<file path="src/rtl/hps_reset_pkg.sv">
// rtl/hps_reset_pkg.sv - shared types, indices and priority helper for the HPS reset sequencer
//
// Purpose : common definitions used by hps_reset_sequencer and its testbench.
//   tEHpsRstState : sequencer FSM states (IDLE, ASSERT, HOLDOFF)
//   COLD/WARM/DBG : bit positions within every 3-bit reset vector
//   tHpsRstVec    : one bit per reset type, in COLD/WARM/DBG order
//   pick_highest  : one-hot of the highest-priority set bit (cold > warm > debug)

package hps_reset_pkg;

    typedef enum logic [1:0] {
        IDLE    = 2'd0,
        ASSERT  = 2'd1,
        HOLDOFF = 2'd2
    } tEHpsRstState;

    localparam int COLD = 0;
    localparam int WARM = 1;
    localparam int DBG  = 2;

    typedef logic [2:0] tHpsRstVec;

    function automatic tHpsRstVec pick_highest(input tHpsRstVec v);
        tHpsRstVec r;
        r = '0;
        if (v[COLD]) begin
            r[COLD] = 1'b1;
        end else if (v[WARM]) begin
            r[WARM] = 1'b1;
        end else if (v[DBG]) begin
            r[DBG] = 1'b1;
        end
        return r;
    endfunction

endpackage

</file>
<file path="src/rtl/sync_edge_detect.sv">
// rtl/sync_edge_detect.sv - multi-flop synchroniser with rising-edge pulse output
//
// Purpose : brings an asynchronous bus into the clock domain and produces a
//           one-clock pulse per bit on each rising edge of the synchronised level.
// Ports   :
//   i_clk   in  1      clock
//   i_rst   in  1      synchronous reset, active-high
//   i_data  in  WIDTH  asynchronous level inputs
//   o_rise  out WIDTH  one-clock pulse per synchronised rising edge
// Parameters:
//   WIDTH        bus width
//   STAGES       synchroniser depth (>=2)
//   RESET_VALUE  reset value of the sync flops and the edge-history register

module sync_edge_detect #(
    parameter int               WIDTH       = 3,
    parameter int               STAGES      = 2,
    parameter logic [WIDTH-1:0] RESET_VALUE = '1
) (
    input  logic             i_clk,
    input  logic             i_rst,
    input  logic [WIDTH-1:0] i_data,
    output logic [WIDTH-1:0] o_rise
);

    logic [WIDTH-1:0] r_sync [STAGES];
    logic [WIDTH-1:0] r_prev;

    // History resets to RESET_VALUE (all ones for the sequencer) so a level
    // already high at reset release is not mistaken for a fresh edge.
    always_ff @(posedge i_clk) begin
        if (i_rst) begin
            for (int s = 0; s < STAGES; s++) begin
                r_sync[s] <= RESET_VALUE;
            end
            r_prev <= RESET_VALUE;
        end else begin
            r_sync[0] <= i_data;
            for (int s = 1; s < STAGES; s++) begin
                r_sync[s] <= r_sync[s-1];
            end
            r_prev <= r_sync[STAGES-1];
        end
    end

    assign o_rise = r_sync[STAGES-1] & ~r_prev;

endmodule

</file>
<file path="src/rtl/hps_reset_sequencer.sv">
// rtl/hps_reset_sequencer.sv - turns source-vector rising edges into serialised HPS reset pulses
//
// Purpose : each rising edge on piul3Source latches a request; requests are
//           serviced one at a time (cold > warm > debug) as a PULSE_CYCLES-long
//           active-low pulse followed by a HOLDOFF_CYCLES quiet window.
// Ports   :
//   piul1Clock     in  1  clock for all logic
//   piul1Reset     in  1  synchronous reset, active-high
//   piul3Source    in  3  bit0 cold, bit1 warm, bit2 debug reset command
//   poul1ColdRstN  out 1  HPS cold reset request, active-low
//   poul1WarmRstN  out 1  HPS warm reset request, active-low
//   poul1DbgRstN   out 1  HPS debug reset request, active-low
//   poul1Busy      out 1  sequencer not idle or a request is pending
//   poul3Pending   out 3  latched requests not yet serviced

module hps_reset_sequencer
    import hps_reset_pkg::*;
#(
    parameter int SYNC_STAGES    = 2,
    parameter int PULSE_CYCLES   = 16,
    parameter int HOLDOFF_CYCLES = 256
) (
    input  logic       piul1Clock,
    input  logic       piul1Reset,
    input  logic [2:0] piul3Source,
    output logic       poul1ColdRstN,
    output logic       poul1WarmRstN,
    output logic       poul1DbgRstN,
    output logic       poul1Busy,
    output logic [2:0] poul3Pending
);

    localparam int CNT_MAX = (PULSE_CYCLES > HOLDOFF_CYCLES) ? PULSE_CYCLES : HOLDOFF_CYCLES;
    localparam int CW      = $clog2(CNT_MAX + 1);
    localparam logic [CW-1:0] PULSE_LOAD = CW'(PULSE_CYCLES - 1);
    localparam logic [CW-1:0] HOLD_LOAD  = CW'((HOLDOFF_CYCLES > 0) ? (HOLDOFF_CYCLES - 1) : 0);

    tEHpsRstState r_state;
    tEHpsRstState w_state_nxt;
    logic [CW-1:0] r_cnt;
    logic [CW-1:0] w_cnt_nxt;
    tHpsRstVec     r_pending;
    tHpsRstVec     w_pending_nxt;
    tHpsRstVec     r_sel;
    tHpsRstVec     w_sel_nxt;
    tHpsRstVec     w_clear;
    tHpsRstVec     w_pick;
    tHpsRstVec     w_rise;
    tHpsRstVec     r_rst_n;
    tHpsRstVec     w_rst_n_nxt;
    logic          r_busy;
    logic          w_busy_nxt;

    sync_edge_detect #(
        .WIDTH       (3),
        .STAGES      (SYNC_STAGES),
        .RESET_VALUE (3'b111)
    ) u_sync_edge (
        .i_clk  (piul1Clock),
        .i_rst  (piul1Reset),
        .i_data (piul3Source),
        .o_rise (w_rise)
    );

    assign w_pick = pick_highest(r_pending);

    // State register: FSM, shared counter, pending, selection and the
    // registered outputs all advance together.
    always_ff @(posedge piul1Clock) begin
        if (piul1Reset) begin
            r_state   <= IDLE;
            r_cnt     <= '0;
            r_pending <= '0;
            r_sel     <= '0;
            r_rst_n   <= '1;
            r_busy    <= 1'b0;
        end else begin
            r_state   <= w_state_nxt;
            r_cnt     <= w_cnt_nxt;
            r_pending <= w_pending_nxt;
            r_sel     <= w_sel_nxt;
            r_rst_n   <= w_rst_n_nxt;
            r_busy    <= w_busy_nxt;
        end
    end

    // Next-state logic. The counter is loaded with N-1 on entry so each
    // state lasts exactly N clocks.
    always_comb begin
        w_state_nxt = r_state;
        w_cnt_nxt   = r_cnt;
        w_sel_nxt   = r_sel;
        w_clear     = '0;
        case (r_state)
            IDLE: begin
                if (|r_pending) begin
                    w_sel_nxt   = w_pick;
                    w_clear     = w_pick;
                    w_cnt_nxt   = PULSE_LOAD;
                    w_state_nxt = ASSERT;
                end
            end
            ASSERT: begin
                if (r_cnt == '0) begin
                    if (HOLDOFF_CYCLES == 0) begin
                        w_state_nxt = IDLE;
                    end else begin
                        w_cnt_nxt   = HOLD_LOAD;
                        w_state_nxt = HOLDOFF;
                    end
                end else begin
                    w_cnt_nxt = r_cnt - 1'b1;
                end
            end
            HOLDOFF: begin
                if (r_cnt == '0) begin
                    w_state_nxt = IDLE;
                end else begin
                    w_cnt_nxt = r_cnt - 1'b1;
                end
            end
            default: begin
                w_state_nxt = IDLE;
            end
        endcase
        // Clear before set: an edge landing on the same clock its type is
        // taken for service stays pending and earns one more pulse.
        w_pending_nxt = (r_pending & ~w_clear) | w_rise;
    end

    // Output logic, computed from the next state so the registered outputs
    // line up with the state they belong to.
    always_comb begin
        w_rst_n_nxt = '1;
        if (w_state_nxt == ASSERT) begin
            w_rst_n_nxt = ~w_sel_nxt;
        end
        w_busy_nxt = (w_state_nxt != IDLE) | (|w_pending_nxt);
    end

    assign poul1ColdRstN = r_rst_n[COLD];
    assign poul1WarmRstN = r_rst_n[WARM];
    assign poul1DbgRstN  = r_rst_n[DBG];
    assign poul1Busy     = r_busy;
    assign poul3Pending  = r_pending;

endmodule

</file>
<file path="config.mk">
export PLATFORM = sky130hd
export DESIGN_NAME = hps_reset_sequencer
export DESIGN_NICKNAME = d
export VERILOG_FILES = /design/src/rtl/hps_reset_pkg.sv /design/src/rtl/sync_edge_detect.sv /design/src/rtl/hps_reset_sequencer.sv
export SDC_FILE = /design/constraint.sdc
export NUM_CORES = 1
export LEC_CHECK = 0
export CAP_MARGIN = 5
export CORE_ASPECT_RATIO = 0.8
export CORE_UTILIZATION = 50
export CTS_CLUSTER_DIAMETER = 150
export CTS_CLUSTER_SIZE = 12
export DETAILED_ROUTE_END_ITERATION = 10
export MAX_ROUTING_LAYER = met4
export PLACE_DENSITY = 0.74
export SYNTH_ARGS = -nofsm -noshare
export SYNTH_HDL_FRONTEND = slang
export SYNTH_SLANG_ARGS = --single-unit
</file>
<file path="constraint.sdc">
create_clock -name piul1Clock -period 2.5 [get_ports piul1Clock]
set_input_delay 0.75 -clock piul1Clock [delete_from_list [all_inputs] [get_ports piul1Clock]]
set_output_delay 0.75 -clock piul1Clock [all_outputs]
set_load 0.02 [all_outputs]
</file>
==> results of run 1 <==
final cells by class:
cell class	instances	area, um2
sequential	30	601
tap	36	45.0
clock buffer	5	37.5
multi-input combinational	107	744
inverter	9	33.8
fill	236	921
timing repair buffer	15	140
clock inverter	3	40.0
cells in the final DEF (no fill, tap or decap), types with 2 or more instances in the layout:
master	instances
sky130_fd_sc_hd__nor2_1	17
sky130_fd_sc_hd__a31oi_1	3
sky130_fd_sc_hd__inv_1	8
sky130_fd_sc_hd__dfxtp_1	30
sky130_fd_sc_hd__o21ai_0	3
sky130_fd_sc_hd__clkbuf_4	5
sky130_fd_sc_hd__a211oi_1	4
sky130_fd_sc_hd__o31ai_1	3
sky130_fd_sc_hd__clkdlybuf4s50_1	11
sky130_fd_sc_hd__or2_2	10
sky130_fd_sc_hd__o21ai_1	3
sky130_fd_sc_hd__buf_4	4
sky130_fd_sc_hd__ha_1	5
sky130_fd_sc_hd__a21o_1	3
sky130_fd_sc_hd__nor4_1	3
sky130_fd_sc_hd__nand2_1	6
sky130_fd_sc_hd__nor2b_1	4
sky130_fd_sc_hd__clkinv_2	2
sky130_fd_sc_hd__nor3_1	5
sky130_fd_sc_hd__a21oi_1	6
sky130_fd_sc_hd__nand2b_1	4
sky130_fd_sc_hd__nand3_1	5
cell usage after synthesis, types with 4 or more instances:
master	count	area, um2
sky130_fd_sc_hd__nand2b_1	4	25.0
sky130_fd_sc_hd__a21oi_1	6	30.0
sky130_fd_sc_hd__ha_1	5	62.6
sky130_fd_sc_hd__nor2b_1	4	25.0
sky130_fd_sc_hd__nand3_1	5	25.0
sky130_fd_sc_hd__or2_2	10	62.6
sky130_fd_sc_hd__nor2_1	17	63.8
sky130_fd_sc_hd__nand2_1	6	22.5
sky130_fd_sc_hd__a211oi_1	4	30.0
sky130_fd_sc_hd__dfxtp_1	30	601
sky130_fd_sc_hd__nor3_1	5	25.0
sky130_fd_sc_hd__inv_1	8	30.0
layer usage:
layer  wire [um]  GRT usage (%)
met1        1360           29.9
met2        1220           30.6
met3         195           7.87
met4          34           7.78
met5           0              -
per-stage QoR:
step | instances | power, uW | instance area [um2]
6_report | 205 | 1170 | 1640
4_1_cts | 205 | 1180 | 1640
2_1_floorplan | 152 | 743 | 1420
5_1_grt | 205 | 1240 | 1640
3_5_place_dp | 197 | 808 | 1560
3_3_place_gp | 197 | 796 | 1560
final timing paths:
kind                                               start                       end  depth (start not counted)
worst max register to register                r_state[1]                 poul1Busy                          6
worst min register to register  u_sync_edge.r_sync[0][2]  u_sync_edge.r_sync[0][5]                          1
worst max-delay path                     poul3Pending[0]           poul3Pending[0]                          1
worst min-delay path            u_sync_edge.r_sync[0][2]  u_sync_edge.r_sync[0][5]                          1
cell families after synthesis:
group,Yosys count
simple gates,62
compound gates,39
flops,30
buf+inv,15
fa+ha+maj,6
flip-flops by register name, indices dropped and copies added (netlist names):
name	flops
r_cnt	9
u_sync_edge.r_sync	6
poul3Pending	3
r_rst_n	3
r_sel	3
u_sync_edge.r_prev	3
r_state	2
poul1Busy	1
power by group through the flow:
| stage | combinational (uW) | clock, uW | sequential (uW) |
|---|---|---|---|
| finish | 273 | 369 | 530 |
| global route | 300 | 405 | 535 |
| CTS | 268 | 379 | 530 |
| detailed placement | 267 | 0 | 541 |
| global placement | 257 | 0 | 539 |
| floorplan | 209 | 0 | 534 |
==> implementation parameters, run 1 <==
Parameter                              Value

Routing
  Average wire per standard cell ... about 14 um
  Total length of routed wires ... between 2000 and 3000 um
  Per-cell via count in the routed design ... 5.67
  Vias ... about 1.2k
  Remaining number of nets flagged by the antenna check after routing ... 0
  DRT Pass-1 Iters ... 4
  Number of DRC violations after detailed-routing iteration 0 ... 62
  Detailed-route DRC error count ... 0

GRT
  Total congestion overflow ... 0
  Via count of the first global-routing pass ... around 1.1k
  Initial antenna violation count ... 0
  First-pass GRT wire length ... around 4800 um
  Total track usage ... between 20% and 30%
  Largest net degree at the start of global routing ... 19

Timing
  Final setup viols ... 0
  Setup repair after global routing missed its margin ... no
  Final worst setup slack ... 0.217 ns
  Number of pins with negative max-slew slack in the final report ... 0
  Minimum clock period after layout ... between 2 and 2.5 ns
  Final Hold Viols ... 0
  Worst-Margin Slew ... between 0.7 and 0.8 ns
  Final period utilization ... between 90 and 100%
  Clock Skews ... 0.00934 ns
  Relative slew slack ... between 40% and 50%
  Maximum operating frequency ... ~440 MHz
  Total Neg Setup Slack ... 0 ns
  Worst hold margin ... 0.417 ns

Power and ir drop
  Clock network fraction of total power ... between 30% and 40%
  Fraction of power consumed by sequential logic ... 45.3%
  Leakage dissipation ... between 0.0006 and 0.0007 uW
  Net switching fraction of the power ... around 30%
  Worst voltage drop across the vdd grid ... 0.336 mV
  Pwr dens ... slightly above 700 mW/mm2
  Cell-internal power ... 825 uW
  Logic pwr share ... a little under a quarter
  Switch Pwr ... approximately 350 uW

Logic synthesis
  Parity-gate share of the synthesized area counting xor and xnor cells ... 0%
  Proportion of synthesized chip area in sequential cells ... 42.3%
  Simple-gate area share of the yosys netlist ... between 20% and 30%
  Dominant combinational cell family by area after synthesis ... simple AND/OR/NAND/NOR gates
  Number of library cell types mapped by synthesis ... 45
  Area of the mapped netlist ... 0.00142 mm2
  Async set or reset register ratio after synthesis ... 0%
  Share of cell area taken by muxes after synthesis ... 0%
  Compound-Gate Fraction of Synth Area ... between 20% and 30%
  Synth Instances ... 152
  EDFF count, synth ... 0
  Synthesis-stage register bit count ... 30
  Synthesis Warnings ... 0
  Fraction of the mapped netlist area in adder cells ... around 5%
  Net count after synthesis ... about 160
  Top_reg_cell synth ... sky130_fd_sc_hd__dfxtp_1
  Post-Synthesis Mean Instance Area ... 9.34 um2

Final layout
  Final core utilization ... about 64%
  Antenna diode count ... 0
  Area added between synthesis and finish ... 15.6%
  Ratio of cells with drive above 1 in the final layout ... 19.5%
  Nets@finish ... 178

Clocking
  Post-CTS clock slew at the launch and capture registers of the worst setup and hold paths ... 0.10 ns
  Setup fix buffers added after clock tree synthesis ... 0
  Post-CTS Resized ... 0
  Clock Sink Count ... 30
  Insertion delay to the later sink of the worst-skew pair ... between 0.3 and 0.4 ns
  Hold buffer count at CTS ... 0
  Number of buffers inserted during clock tree synthesis ... 5
  Buffers from clock root to sink, at most ... 2
  Root cell of the clock tree ... sky130_fd_sc_hd__clkbuf_4
  TritonCTS clock tree ... yes
  H-tree levels ... 2

Worst setup path
  R2R Setup Slk ... 0.48 ns
  Worst EP required ... approximately 1.8 ns
  Cell with the biggest individual delay on the critical path ... sky130_fd_sc_hd__clkdlybuf4s50_1
  Delay of the slowest critical-path stage ... approximately 0.67 ns
  Cells along the critical path ... clkdlybuf4s50_1
  Type of element launching the critical path ... flip-flop
  Crit path max fanout ... 9
  CP bufs+invs ... 1
  Top cell family by delay on the critical path ... buffers and inverters
  Kind of capture point of the worst setup path ... output pin
  Critical Setup Path Class ... reg -> out
  Worst EP arrival ... between 1.5 and 2 ns

Die
  Die W ... 61.6 um
  Total Die Area ... roughly 0.003 mm2
  Starting utilization of the core area ... between 50% and 60%
  Total I/O pin count ... 12
  Core area ... 0.00256 mm2
  Row cnt ... 16
  Floorplan die height ... between 40 and 50 um

Flow run
  Max Cap Violations ... 0

Outcome
  Status ... completed

Hold path
  Hold WC Path Type ... reg -> reg

Placed design
  Port buffer count ... 11
  Routability Congestion ... roughly 0.88
  Pre-CTS setup slack ... 0.529 ns
  Detail Placement HPWL ... about 2100 um
No activity file was read; power rests on OpenSTA's default activity.
==> run 2, diff against run 1 <==
CORE_UTILIZATION = 55   (was 50)
GPL_TIMING_DRIVEN = 0   (was default)
PLACE_DENSITY = 0.8   (was 0.74)
==> run 2 against run 1 <==
Sequential power down 1%; critical endpoint is now poul3Pending[1]; via count grew 1.3%; clock skew grew 0.0030 ns; flip-flop and latch count is the same; maximum frequency rose by 0.49%; global-route usage rose by 1.7 points.
==> implementation parameters, run 2 (synthesized netlist as in run 1, its figures left out) <==
Parameter                              Value

GRT
  Via count of the first global-routing pass ... 1033
  Largest net degree at the start of global routing ... 11
  Total congestion overflow ... 0
  Total track usage ... 23.9%
  First-pass GRT wire length ... about 4500 um
  Initial antenna violation count ... 0

Worst setup path
  Cells along the critical path ... clkdlybuf4s50_1
  Crit path max fanout ... 8
  CP bufs+invs ... 1
  Cell with the biggest individual delay on the critical path ... sky130_fd_sc_hd__clkdlybuf4s50_1
  Worst EP arrival ... between 1.5 and 2 ns
  Worst EP required ... between 1.5 and 2 ns
  Critical Setup Path Class ... reg -> out
  Delay of the slowest critical-path stage ... 0.67 ns
  Kind of capture point of the worst setup path ... output pin
  Top cell family by delay on the critical path ... buffers and inverters
  Type of element launching the critical path ... flip-flop

Final layout
  Nets@finish ... between 150 and 200
  Biggest registers after layout ... r_cnt x9, u_sync_edge.r_sync x6
  Antenna diode count ... 0
  Commonest cells after routing, fill and taps aside ... sky130_fd_sc_hd__dfxtp_1 (30), sky130_fd_sc_hd__nor2_1 (17), sky130_fd_sc_hd__clkdlybuf4s50_1 (11), sky130_fd_sc_hd__or2_2 (10), sky130_fd_sc_hd__inv_1 (8)
  Most common cell after layout, fill and taps aside ... sky130_fd_sc_hd__dfxtp_1
  Area added between synthesis and finish ... 15.4%
  Final core utilization ... between 60 and 70%
  Ratio of cells with drive above 1 in the final layout ... around a fifth
  Number of standard cells in the final layout excluding fillers ... 207
  Register bank with the most flops ... r_cnt
  Number of flip-flops in the largest register ... 9

Timing
  Final setup viols ... 0
  Total Neg Setup Slack ... 0 ns
  Number of pins with negative max-slew slack in the final report ... 0
  Maximum operating frequency ... roughly 440 MHz
  Worst-Margin Slew ... ~0.75 ns
  Final Hold Viols ... 0
  Worst hold margin ... roughly 0.42 ns
  Clock Skews ... ~0.012 ns
  Minimum clock period after layout ... roughly 2.3 ns
  Relative slew slack ... roughly 49%
  Setup repair after global routing missed its margin ... no
  Final period utilization ... between 90% and 100%

Die
  Die W ... around 59 um
  Total Die Area ... approximately 0.0028 mm2
  Row cnt ... 16
  Floorplan die height ... between 40 and 50 um
  Core area ... roughly 0.0024 mm2
  Total I/O pin count ... 12
  Starting utilization of the core area ... between 50 and 60%

Clocking
  H-tree levels ... 2
  TritonCTS clock tree ... yes
  Insertion delay to the later sink of the worst-skew pair ... 0.34 ns
  Post-CTS Resized ... 0
  Hold buffer count at CTS ... 0
  Buffers from clock root to sink, at most ... 2
  Post-CTS clock slew at the launch and capture registers of the worst setup and hold paths ... roughly 0.1 ns
  Root cell of the clock tree ... sky130_fd_sc_hd__clkbuf_4
  Setup fix buffers added after clock tree synthesis ... 0
  Number of buffers inserted during clock tree synthesis ... 5
  Clock Sink Count ... 30

Placed design
  Number of placed cells counting well taps ... slightly below 200
  Detail Placement HPWL ... between 2000 and 2500 um
  Routability Congestion ... 0.862
  Port buffer count ... 11

Power and ir drop
  Leakage dissipation ... 0.000630 uW
  Pwr dens ... 677 mW/mm2
  Worst voltage drop across the vdd grid ... 0.426 mV

Routing
  Per-cell via count in the routed design ... between 5 and 6
  Average wire per standard cell ... 14.0 um
  Total length of routed wires ... about 2900 um
  DRT Pass-1 Iters ... 5
  Detailed-route DRC error count ... 0
  Vias ... approximately 1.2k
  Remaining number of nets flagged by the antenna check after routing ... 0
  Number of DRC violations after detailed-routing iteration 0 ... 25

Hold path
  Hold WC Path Type ... reg -> reg

Flow run
  Max Cap Violations ... 0

Outcome
  Status ... completed
## run 2: final timing paths
| kind | cells past startpoint | start | to | slack, ns |
|---|---|---|---|---|
| setup / recovery | 1 | poul3Pending[1] | poul3Pending[1] | 0.23 |
| hold / removal | 1 | u_sync_edge.r_sync[0][0] | u_sync_edge.r_sync[0][3] | 0.42 |
| setup reg to reg | 6 | r_state[1] | r_cnt[0] | 0.42 |
| hold reg to reg | 1 | u_sync_edge.r_sync[0][0] | u_sync_edge.r_sync[0][3] | 0.42 |
## run 2: stage by stage
| stage | power (uW) | worst slack, ns | instance area (um2) |
|---|---|---|---|
| 2_1_floorplan | 743 | 0.782 | 1420 |
| 3_3_place_gp | 794 | 0.216 | 1580 |
| 3_5_place_dp | 811 | 0.156 | 1580 |
| 4_1_cts | 1120 | 0.199 | 1640 |
| 5_1_grt | 1170 | 0.135 | 1640 |
| 6_report | 1110 | 0.228 | 1640 |
## run 2: report_power, final
part	switching (uW)	total (uW)	internal [uW]
sequential	19.2	523	504
clock	171	306	135
combinational	166	282	116
## run 2: area by class of cell
type	count	area (um2)
well taps	36	45.0
fillers	211	803
clock inverters	2	12.5
plain buffers	6	41.3
multi-input cells	107	744
clock buffers	6	51.3
inverters	9	33.8
repair buffers	11	110
flip-flops and latches	30	601
## run 2: layer usage
layer / up-vias / GRT usage (%) / routed length [um]
li1: 585 / - / -
met1: 546 / 26.4 / 1280
met2: 41 / 39.1 / 1370
met3: 6 / 8.92 / 209
met4: 0 / 11.4 / 40
met5: - / - / 0
